### config.mk
export PLATFORM = sky130hd
export DESIGN_NAME = llc_ctrl_regs
export DESIGN_NICKNAME = d
export VERILOG_FILES = /design/src/rtl/llc_ctrl_regs_pkg.sv /design/src/rtl/llc_ctrl_regs_stall_fifo.sv /design/src/rtl/llc_ctrl_regs.sv
export SDC_FILE = /design/constraint.sdc
export NUM_CORES = 1
export LEC_CHECK = 0
export ABC_CLOCK_PERIOD_IN_PS = 5100
export BUFFER_PORTS_ARGS = -buffer_cell sky130_fd_sc_hd__buf_2
export CORE_AREA = 10 10 174 176
export CTS_CLUSTER_DIAMETER = 150
export DETAILED_ROUTE_END_ITERATION = 8
export DIE_AREA = 0 0 184 186
export GPL_TIMING_DRIVEN = 0
export HOLD_SLACK_MARGIN = 0.06
export PLACE_DENSITY = 0.71
export SYNTH_ARGS = -nofsm -noshare
export SYNTH_HDL_FRONTEND = slang
export SYNTH_SLANG_ARGS = --single-unit
### constraint.sdc
create_clock -name clk -period 5.1 [get_ports clk]
set_input_delay 0.255 -clock clk [delete_from_list [all_inputs] [get_ports clk]]
set_output_delay 0.255 -clock clk [all_outputs]
set_load 0.01 [all_outputs]
### src/rtl/llc_ctrl_regs_pkg.sv
// Shared types and default geometry for the LLC control-register bank.
package llc_ctrl_regs_pkg;

    localparam int SET_BITS_DEF = 10;
    localparam int TAG_BITS_DEF = 16;
    localparam int WAYS_DEF     = 16;
    localparam int WAY_BITS_DEF = $clog2(WAYS_DEF);

    typedef logic [SET_BITS_DEF-1:0]              llc_set_t;
    typedef logic [TAG_BITS_DEF-1:0]              llc_tag_t;
    typedef logic [WAY_BITS_DEF-1:0]              llc_way_t;
    typedef logic [SET_BITS_DEF+TAG_BITS_DEF-1:0] line_addr_t;

    typedef struct packed {
        llc_set_t set;
        llc_tag_t tag;
    } stall_entry_t;

    // Pointer width for a FIFO, never zero even for degenerate depths.
    function automatic int ptr_bits(input int depth);
        return (depth > 1) ? $clog2(depth) : 1;
    endfunction

endpackage

### src/rtl/llc_ctrl_regs_stall_fifo.sv
// Stalled-request FIFO with per-entry valid bits; set-conflict match is
// built only when LLC_STALL_MATCH_EN is defined.
module llc_stall_fifo
    import llc_ctrl_regs_pkg::*;
#(
    parameter int DEPTH    = 4,
    parameter int SET_BITS = SET_BITS_DEF,
    parameter int TAG_BITS = TAG_BITS_DEF
) (
    input  logic                clk,
    input  logic                rst,
    input  logic                soft_rst,
    input  logic                push,
    input  logic                pop,
    input  logic [SET_BITS-1:0] set_in,
    input  logic [TAG_BITS-1:0] tag_in,
    input  logic [SET_BITS-1:0] lookup_set,
    output logic [SET_BITS-1:0] head_set,
    output logic [TAG_BITS-1:0] head_tag,
    output logic                empty,
    output logic                full,
    output logic                hit
);

    localparam int PW = ptr_bits(DEPTH);
    localparam int CW = $clog2(DEPTH + 1);

    logic [SET_BITS-1:0] set_mem_q [DEPTH];
    logic [SET_BITS-1:0] set_mem_d [DEPTH];
    logic [TAG_BITS-1:0] tag_mem_q [DEPTH];
    logic [TAG_BITS-1:0] tag_mem_d [DEPTH];
    logic [DEPTH-1:0]    valid_q, valid_d;
    logic [PW-1:0]       wr_ptr_q, wr_ptr_d;
    logic [PW-1:0]       rd_ptr_q, rd_ptr_d;
    logic [CW-1:0]       cnt_q, cnt_d;
    logic                push_ok, pop_ok;

    assign empty = (cnt_q == '0);
    assign full  = (cnt_q == CW'(DEPTH));

    // A push into a full FIFO is accepted only when a pop frees the head slot.
    assign pop_ok  = pop && !empty;
    assign push_ok = push && (!full || pop_ok);

    always_comb begin
        set_mem_d = set_mem_q;
        tag_mem_d = tag_mem_q;
        valid_d   = valid_q;
        wr_ptr_d  = wr_ptr_q;
        rd_ptr_d  = rd_ptr_q;
        cnt_d     = cnt_q;
        if (soft_rst) begin
            valid_d  = '0;
            wr_ptr_d = '0;
            rd_ptr_d = '0;
            cnt_d    = '0;
        end else begin
            if (pop_ok) begin
                valid_d[rd_ptr_q] = 1'b0;
                rd_ptr_d          = rd_ptr_q + PW'(1);
            end
            // Push after pop so a full push+pop on the same slot leaves it valid.
            if (push_ok) begin
                valid_d[wr_ptr_q]   = 1'b1;
                set_mem_d[wr_ptr_q] = set_in;
                tag_mem_d[wr_ptr_q] = tag_in;
                wr_ptr_d            = wr_ptr_q + PW'(1);
            end
            if (push_ok && !pop_ok) begin
                cnt_d = cnt_q + CW'(1);
            end else if (pop_ok && !push_ok) begin
                cnt_d = cnt_q - CW'(1);
            end
        end
    end

    always_ff @(posedge clk or negedge rst) begin
        if (!rst) begin
            for (int i = 0; i < DEPTH; i++) begin
                set_mem_q[i] <= '0;
                tag_mem_q[i] <= '0;
            end
            valid_q  <= '0;
            wr_ptr_q <= '0;
            rd_ptr_q <= '0;
            cnt_q    <= '0;
        end else begin
            set_mem_q <= set_mem_d;
            tag_mem_q <= tag_mem_d;
            valid_q   <= valid_d;
            wr_ptr_q  <= wr_ptr_d;
            rd_ptr_q  <= rd_ptr_d;
            cnt_q     <= cnt_d;
        end
    end

    assign head_set = valid_q[rd_ptr_q] ? set_mem_q[rd_ptr_q] : '0;
    assign head_tag = valid_q[rd_ptr_q] ? tag_mem_q[rd_ptr_q] : '0;

`ifdef LLC_STALL_MATCH_EN
    always_comb begin
        hit = 1'b0;
        for (int i = 0; i < DEPTH; i++) begin
            if (valid_q[i] && (set_mem_q[i] == lookup_set)) begin
                hit = 1'b1;
            end
        end
    end
`else
    logic unused_lookup;
    assign unused_lookup = &{1'b0, lookup_set};
    assign hit           = 1'b0;
`endif

endmodule

### src/rtl/llc_ctrl_regs.sv
// LLC control-register bank: flags, sweep counter, DMA counter, stall FIFO
// and eviction address. Define LLC_STALL_MATCH_EN to enable stall_hit.
module llc_ctrl_regs
    import llc_ctrl_regs_pkg::*;
#(
    parameter int NUM_FLAGS   = 8,
    parameter int SET_BITS    = SET_BITS_DEF,
    parameter int TAG_BITS    = TAG_BITS_DEF,
    parameter int WAYS        = WAYS_DEF,
    parameter int STALL_DEPTH = 4,
    parameter int BURST_BITS  = 8,
    localparam int WAY_BITS   = $clog2(WAYS),
    localparam int AW         = SET_BITS + TAG_BITS
) (
    input  logic                               clk,
    input  logic                               rst,
    input  logic                               rst_state,
    input  logic [NUM_FLAGS-1:0]               flag_set,
    input  logic [NUM_FLAGS-1:0]               flag_clr,
    output logic [NUM_FLAGS-1:0]               flags,
    input  logic                               clr_rst_stall,
    output logic                               rst_stall,
    input  logic                               sweep_clr,
    input  logic                               sweep_incr,
    output logic [SET_BITS-1:0]                sweep_set,
    output logic                               sweep_done,
    input  logic                               dma_load,
    input  logic [AW-1:0]                      dma_addr_in,
    input  logic [BURST_BITS-1:0]              dma_len_in,
    input  logic                               dma_incr,
    output logic [AW-1:0]                      dma_addr,
    output logic                               dma_last,
    input  logic                               stall_push,
    input  logic                               stall_pop,
    input  logic [SET_BITS-1:0]                stall_set_in,
    input  logic [TAG_BITS-1:0]                stall_tag_in,
    output logic [SET_BITS-1:0]                stall_set,
    output logic [TAG_BITS-1:0]                stall_tag,
    output logic                               stall_empty,
    output logic                               stall_full,
    input  logic [SET_BITS-1:0]                lookup_set,
    output logic                               stall_hit,
    input  logic                               lookup_en,
    input  logic [WAY_BITS-1:0]                way_next,
    input  logic [WAYS-1:0][TAG_BITS-1:0]      tags_buf,
    input  logic [SET_BITS-1:0]                cur_set,
    output logic [AW-1:0]                      addr_evict
);

    logic [NUM_FLAGS-1:0]  flags_q, flags_d;
    logic                  rst_stall_q, rst_stall_d;
    logic [SET_BITS-1:0]   sweep_set_q, sweep_set_d;
    logic                  sweep_done_q, sweep_done_d;
    logic [AW-1:0]         dma_addr_q, dma_addr_d;
    logic [BURST_BITS-1:0] dma_rem_q, dma_rem_d;
    logic [AW-1:0]         addr_evict_q, addr_evict_d;

    always_comb begin
        flags_d      = (flags_q | flag_set) & ~flag_clr;
        rst_stall_d  = rst_stall_q && !clr_rst_stall;
        sweep_set_d  = sweep_set_q;
        sweep_done_d = 1'b0;
        dma_addr_d   = dma_addr_q;
        dma_rem_d    = dma_rem_q;
        addr_evict_d = lookup_en ? {tags_buf[way_next], cur_set} : addr_evict_q;

        if (sweep_clr) begin
            sweep_set_d = '0;
        end else if (sweep_incr) begin
            sweep_set_d  = sweep_set_q + SET_BITS'(1);
            sweep_done_d = &sweep_set_q;
        end

        // A zero-length burst still covers the line being loaded.
        if (dma_load) begin
            dma_addr_d = dma_addr_in;
            dma_rem_d  = (dma_len_in == '0) ? BURST_BITS'(1) : dma_len_in;
        end else if (dma_incr) begin
            dma_addr_d = dma_addr_q + AW'(1);
            if (dma_rem_q != '0) begin
                dma_rem_d = dma_rem_q - BURST_BITS'(1);
            end
        end

        // Soft reset matches hard reset except that the eviction address holds.
        if (rst_state) begin
            flags_d      = '0;
            rst_stall_d  = 1'b1;
            sweep_set_d  = '0;
            sweep_done_d = 1'b0;
            dma_addr_d   = '0;
            dma_rem_d    = '0;
        end
    end

    always_ff @(posedge clk or negedge rst) begin
        if (!rst) begin
            flags_q      <= '0;
            rst_stall_q  <= 1'b1;
            sweep_set_q  <= '0;
            sweep_done_q <= 1'b0;
            dma_addr_q   <= '0;
            dma_rem_q    <= '0;
            addr_evict_q <= '0;
        end else begin
            flags_q      <= flags_d;
            rst_stall_q  <= rst_stall_d;
            sweep_set_q  <= sweep_set_d;
            sweep_done_q <= sweep_done_d;
            dma_addr_q   <= dma_addr_d;
            dma_rem_q    <= dma_rem_d;
            addr_evict_q <= addr_evict_d;
        end
    end

    assign flags      = flags_q;
    assign rst_stall  = rst_stall_q;
    assign sweep_set  = sweep_set_q;
    assign sweep_done = sweep_done_q;
    assign dma_addr   = dma_addr_q;
    assign dma_last   = (dma_rem_q == BURST_BITS'(1));
    assign addr_evict = addr_evict_q;

    llc_stall_fifo #(
        .DEPTH    (STALL_DEPTH),
        .SET_BITS (SET_BITS),
        .TAG_BITS (TAG_BITS)
    ) u_stall_fifo (
        .clk        (clk),
        .rst        (rst),
        .soft_rst   (rst_state),
        .push       (stall_push),
        .pop        (stall_pop),
        .set_in     (stall_set_in),
        .tag_in     (stall_tag_in),
        .lookup_set (lookup_set),
        .head_set   (stall_set),
        .head_tag   (stall_tag),
        .empty      (stall_empty),
        .full       (stall_full),
        .hit        (stall_hit)
    );

endmodule

; ---- Yosys cells after proc, flatten, opt, wreduce, memory -nomap -nowiden
; Index checks and enable logic that the tools add are counted.
[op_classes]
n_addsub = 7
order_cmp = 8
eq_ne = 2
muxes = 49
bitwise_logic = 9
reduce_logical = 26
[ops]
columns = cell, n
row1 = 16-bit 2-to-1 mux, 5
row2 = 26-bit 2-to-1 mux, 3
row3 = 10-bit 2-to-1 mux, 7
row4 = 16-bit binary-select mux with 4-bit select, 1
row5 = 64-bit bitwise mux, 1
row6 = 8-bit 2-to-1 mux, 6
row7 = 40-bit bitwise mux, 1
row8 = 16-bit binary-select mux with 2-bit select, 1
row9 = 16-bit demux with 2-bit select, 1
row10 = "26-bit by 1-bit adder with 26-bit output, second input constant", 1
row11 = 10-bit binary-select mux with 2-bit select, 1
row12 = 10-bit demux with 2-bit select, 1
row13 = 4-bit 2-to-1 mux, 4
row14 = 3-bit nonzero test, 4
row15 = "10-bit by 1-bit adder with 10-bit output, second input constant", 1
row16 = 10-bit AND reduction, 1
row17 = 3-bit 2-to-1 mux, 3
row18 = 8-bit AND, 1
row19 = "8-bit by 1-bit == test with 1-bit output, second input constant", 1
row20 = 1-bit logical AND, 8
row21 = 8-bit logical NOT, 1
row22 = 2-bit 2-to-1 mux, 4
row23 = 8-bit inverter, 1
row24 = 8-bit bitwise OR, 1
row25 = 24 further kinds, 42
[totals]
ff_bits = 195
input_bits = 367
output_inout_bits = 102
word_cells = 120

; ---- Longest topological paths before layout
[logic_depth]
depth_word = 11
mapped_depth = 7
mapped_depth_nobuf = 6

; ---- Cells and area by module
; From an unflattened synthesis, not the netlist that was laid out.
[unflattened]
cells_unflattened = 885
hier_area_um2 = 11509.8
[modules_own_cells]
columns = mod, n_inst, cells_each, area_per_inst_um2, seq_area_each_um2
row1 = llc_ctrl_regs, 1, 513, 5780.5, 2003.2
row2 = llc_stall_fifo, 1, 372, 5729.2, 2877.8

; ---- Worst setup path after synthesis
; OpenSTA, ideal clock, no wires.
[synth_timing]
path_type = register -> register
startpoint = register u_stall_fifo.cnt_q[1]
endpoint = register u_stall_fifo.cnt_q[2]
setup_ns = 0.124
t_arrival_ns = 2.346
t_required_ns = 4.976
setup_slack_ns = 2.630
stages_incl_launch_ff = 7
path_buffers = 0
synth_period_minus_slack_ns = 2.470
cell_sequence = dfrtp_1 -> or3b_2 -> and3_1 -> fa_1 -> or3b_2 -> and3_1 -> o31a_1
[synth_between]
elab_chain_len = 8
elab_cells_between_ends = 17
classes_between = add/sub: 2 / eq/ne: 1 / mux: 3 / reduce/logical: 11
[synth_lines]
columns = item, line
row1 = from (decl), llc_ctrl_regs_stall_fifo.sv:35  ; logic [CW-1:0] cnt_q, cnt_d;
row2 = from (signal assigned), llc_ctrl_regs_stall_fifo.sv:93  ; cnt_q <= cnt_d;
row3 = "parallel branches: the longest is 8 deep, another holds 3-bit by 1-bit subtractor with 3-bit output", -
; Parallel ways; which one is timed is not known. The select of a mux whose other input is x is not followed.
; A chain may end at the register's enable or synchronous reset.

; ---- Worst setup path in the final report
[layout_timing]
startpoint = register u_stall_fifo.rd_ptr_q[1]
endpoint = output port stall_set[5]
[layout_between]
elab_chain_len = 5
elab_cells_between_ends = 7
classes_between = mux: 6 / bitwise: 1
[layout_lines]
columns = item, line
row1 = from (decl), llc_ctrl_regs_stall_fifo.sv:34  ; logic [PW-1:0] rd_ptr_q, rd_ptr_d;
row2 = from (signal assigned), llc_ctrl_regs_stall_fifo.sv:92  ; rd_ptr_q <= rd_ptr_d;
row3 = 2-bit inverter with 3-bit output (not written as such), llc_ctrl_regs_stall_fifo.sv:97  ; assign head_set = valid_q[rd_ptr_q] ? set_mem_q[rd_ptr_q] : '0;
row4 = 10-bit binary-select mux with 2-bit select, llc_ctrl_regs_stall_fifo.sv:97
row5 = 10-bit 2-to-1 mux (not written as such) (2 in series), llc_ctrl_regs_stall_fifo.sv:97
row6 = 10-bit 2-to-1 mux (*), llc_ctrl_regs_stall_fifo.sv:97
row7 = to (decl), llc_ctrl_regs.sv:37  ; output logic [SET_BITS-1:0] stall_set,
; Every way passes the cells marked *; elsewhere a longest branch is shown, timed or not. The select of a mux whose other input is x is not followed.

==> impl_metrics.tcl <==
set metrics [dict create \
    h-tree-depth 4 \
    antenna_left 0 \
    seq_area_frac_synth_pct 43.8 \
    cp-start-kind "flip-flop" \
    reg2reg_from "u_stall_fifo.cnt_q[1]$_DFFE_PN0P_" \
    port_buffers 449 \
    worst_skew_pair.late_latency_ns 0.45 \
    layout_commonest_cell "buf_2" \
    synthCells 886 \
    synth_area_leader_cell "dfrtp_1" \
    synth.area.top_cells "dfrtp_1 (44%), mux4_2 (18%), mux2_2 (13%), o22ai_1 (1.9%), nor2b_1 (1.7%)" \
    p_per_area_mw_per_mm2 369 \
    cp_slowest_cell "mux4_2" \
    tightest_slew_ns 1.02 \
    grt_max_degree 121 \
    cts.sinks 195 \
    grt_pass1_vias 10500 \
    clkSlewWorstSetupHoldPaths_ns 0.09 \
    dieWidth_um 184 \
    synth_top_area_share_pct 43.6 \
    internal-power_w 0.00367 \
    cp_cell_sequence "clkbuf_1 -> inv_1 -> mux4_2 -> clkbuf_1 -> nor2b_1 -> buf_2" \
    dp_cells 1677 \
    stdcell_count 1750 \
    synth_cell_types 57 \
    synth-seq-cells 195 \
    synth_fp_nets 1267 \
    finalHoldViolCount 0 \
    synth_edf_count 0 \
    antenna_found_initial 26 \
    grt_overflow_total 0 \
    drv_cap 0 \
    die-area_mm2 0.0342 \
    yosys_warnings 0 \
    grt_setup_unrepaired "false" \
    drt_iter0_drc 819 \
    synth_ff_type "dfrtp_1" \
    fmax_mhz 313 \
    syn_area_per_cell_um2 12.6 \
    final_nets 1760 \
    vias 10000 \
    fp.coreArea_mm2 0.0267 \
    final_cell_mix "buf_2 (465), dfrtp_1 (194), mux2_2 (130), mux4_2 (91), nor2_1 (46)" \
    critical_path.startpoint "u_stall_fifo.rd_ptr_q[1]$_DFFE_PN0P_" \
    areaGrowthSynthToFinish_pct 32.8 \
    worstSetupPathType "flip-flop to output port" \
    final_max_slew_viol_count 0 \
    fin_skew_ns 0.0193 \
    fillers 2338 \
    drive_gt1_share_pct 52.7 \
    initial_core_util_pct 41.7 \
    finalPower_w 0.00545 \
    required_ns 4.85 \
    mappedNetlistArea_mm2 0.0111 \
    place_hpwl_mm 36.6 \
    tritoncts "yes" \
    clock_path_buffers 2 \
    seqPwrFrac_pct 40.6 \
    outcome "finished clean" \
    wirelength_mm 44.8 \
    cpMostUsedCell "clkbuf_1" \
    fp-row-count 60 \
    grt_pass1_wl_mm 65.9 \
    post_drt_wl_per_cell_um 25.6 \
    die_h_um 186 \
    viasPerCell 5.74 \
    p_sw_share_pct 32.8 \
    p_sw_w 0.00179 \
    fin_crit_sh_pct 62.6 \
    combPwrFrac_pct 32.1 \
    hp-class "input port to flip-flop" \
    min_from "dma_addr_in[4]" \
    clockPowerShare_pct 27.3 \
    ios 469 \
    post_cts_resize_count 0 \
    drc 0 \
    place_congestion 0.977 \
    grt.total_usage_pct 25.9 \
    fin_crit_ns 3.19 \
    arrival_ns 2.94 \
    setup_viol 0 \
    slowest_delay_ns 0.61 \
    cp-end-kind "output port" \
    synthArstFlopShare_pct 100 \
    dr.pass1.iters 5 \
    relSlewSlack_pct 32.0 \
    cts_made_buffers 17 \
    ir_drop_uv 232 \
    power_leakage_nw 6.79 \
    tns_ns 0 \
    crit_fanout 10 \
    cts_root_buffer "clkbuf_16" \
]
[synth_stat cells (all sizes together) (3+ instances only)]
master and number:
dfrtp 194, nor2 46, mux2 130, nor3 17
nand4 9, o31a 3, o31ai 7, xor2 10
a211o 4, xnor2 12, clkbuf 41, and3 9
mux4 91, and4 4, nor4 9, inv 27
nand2 36, or3b 3, or3 9, o22ai 33
or4 8, a311oi 14, o21ai 15, nand2b 3
nor2b 30, buf 25, a211oi 10, a21oi 31
mux2i 4, nand3 15, ha 13
[worst paths after layout]
path	endpoint	slack (ns)	depth (start not counted)
setup / recovery	stall_set[5]	1.91	6
hold / removal	dma_addr[4]$_DFFE_PN0P_	0.08	3
setup reg to reg	u_stall_fifo.cnt_q[2]$_DFFE_PN0P_	2.48	6
hold reg to reg	rst_stall$_DFF_PN1_	0.49	2
max in group asynchronous	u_stall_fifo.set_mem_q[23]$_DFFE_PN0P_	3.74	3
min in group asynchronous	sweep_set[4]$_DFFE_PN0P_	0.36	2
[repair_timing]
item / in CTS / in global routing
setup buffers: 0 / 0
hold endpoints to repair: 96 / 0
hold buffers: 24 / 0
[per-stage QoR]
| stage | area [um2] | utilization, % | hold slack [ns] | worst slack (ns) |
|---|---|---|---|---|
| final | 14800 | 55.3 | 0.0763 | 1.91 |
| after global routing | 14800 | 55.2 | 0.0664 | 1.69 |
| after CTS | 14700 | 55.2 | 0.0601 | 1.88 |
| after detailed placement | 13800 | 51.8 | 0.274 | 2.35 |
| after global placement | 13800 | 51.7 | 0.407 | 0.481 |
| after floorplan | 11100 | - | -0.0406 | 2.63 |
[power groups by stage]
stage | Sequential, W | Combinational (W) | Clock (W)
6_report | 0.00221 | 0.00175 | 0.00149
5_1_grt | 0.00226 | 0.00190 | 0.00158
4_1_cts | 0.00221 | 0.00177 | 0.00152
3_5_place_dp | 0.00223 | 0.00174 | 0
3_3_place_gp | 0.00220 | 0.00170 | 0
2_1_floorplan | 0.00218 | 0.00115 | 0
[cell families after synthesis]
| logic type | count (synthesis) | synth area share [%] |
|---|---|---|
| other | 1 | 0.0337 |
| XOR/XNOR | 22 | 1.73 |
| buffers and inverters | 93 | 3.36 |
| adder cells (fa/ha/maj) | 14 | 1.64 |
| flip-flops | 195 | 43.8 |
| multiplexers | 225 | 31.9 |
| AO/OA/AOI/OAI | 131 | 7.81 |
| AND/OR/NAND/NOR | 205 | 9.66 |
[layer usage]
layer	GRT usage (%)	routed length (um)
met1	32.5	18000
met2	42.9	21500
met3	8.01	4430
met4	5.90	826
met5	0	17
[registers in the layout, summed over array words and instances (netlist names), 3 cells and up]
signal                  flops
u_stall_fifo.tag_mem_q     64
u_stall_fifo.set_mem_q     40
u_stall_fifo.cnt_q          3
dma_rem_q                   8
flags                       8
u_stall_fifo.valid_q        4
sweep_set                  10
dma_addr                   26
addr_evict                 26
[cell type report]
type | instances | area (um2) | share of cell area [%]
timing repair buffer | 474 | 2520 | 17.1
clock inverter | 15 | 231 | 1.57
multi-input combinational | 598 | 5880 | 39.8
buffer | 66 | 273 | 1.85
inverter | 27 | 101 | 0.686
antenna | 17 | 42.5 | 0.288
tap | 341 | 427 | 2.89
sequential | 195 | 4880 | 33.0
clock buffer | 17 | 425 | 2.88
[critical path, delay by kind of cell, from the launching register on]
kind / cells / cell delay (ns)
DFF: 1 / 0.37
muxes: 1 / 0.61
and+or+nand+nor: 1 / 0.31
buffers and inverters: 4 / 1.21
Power figures use the tool's default switching activity.
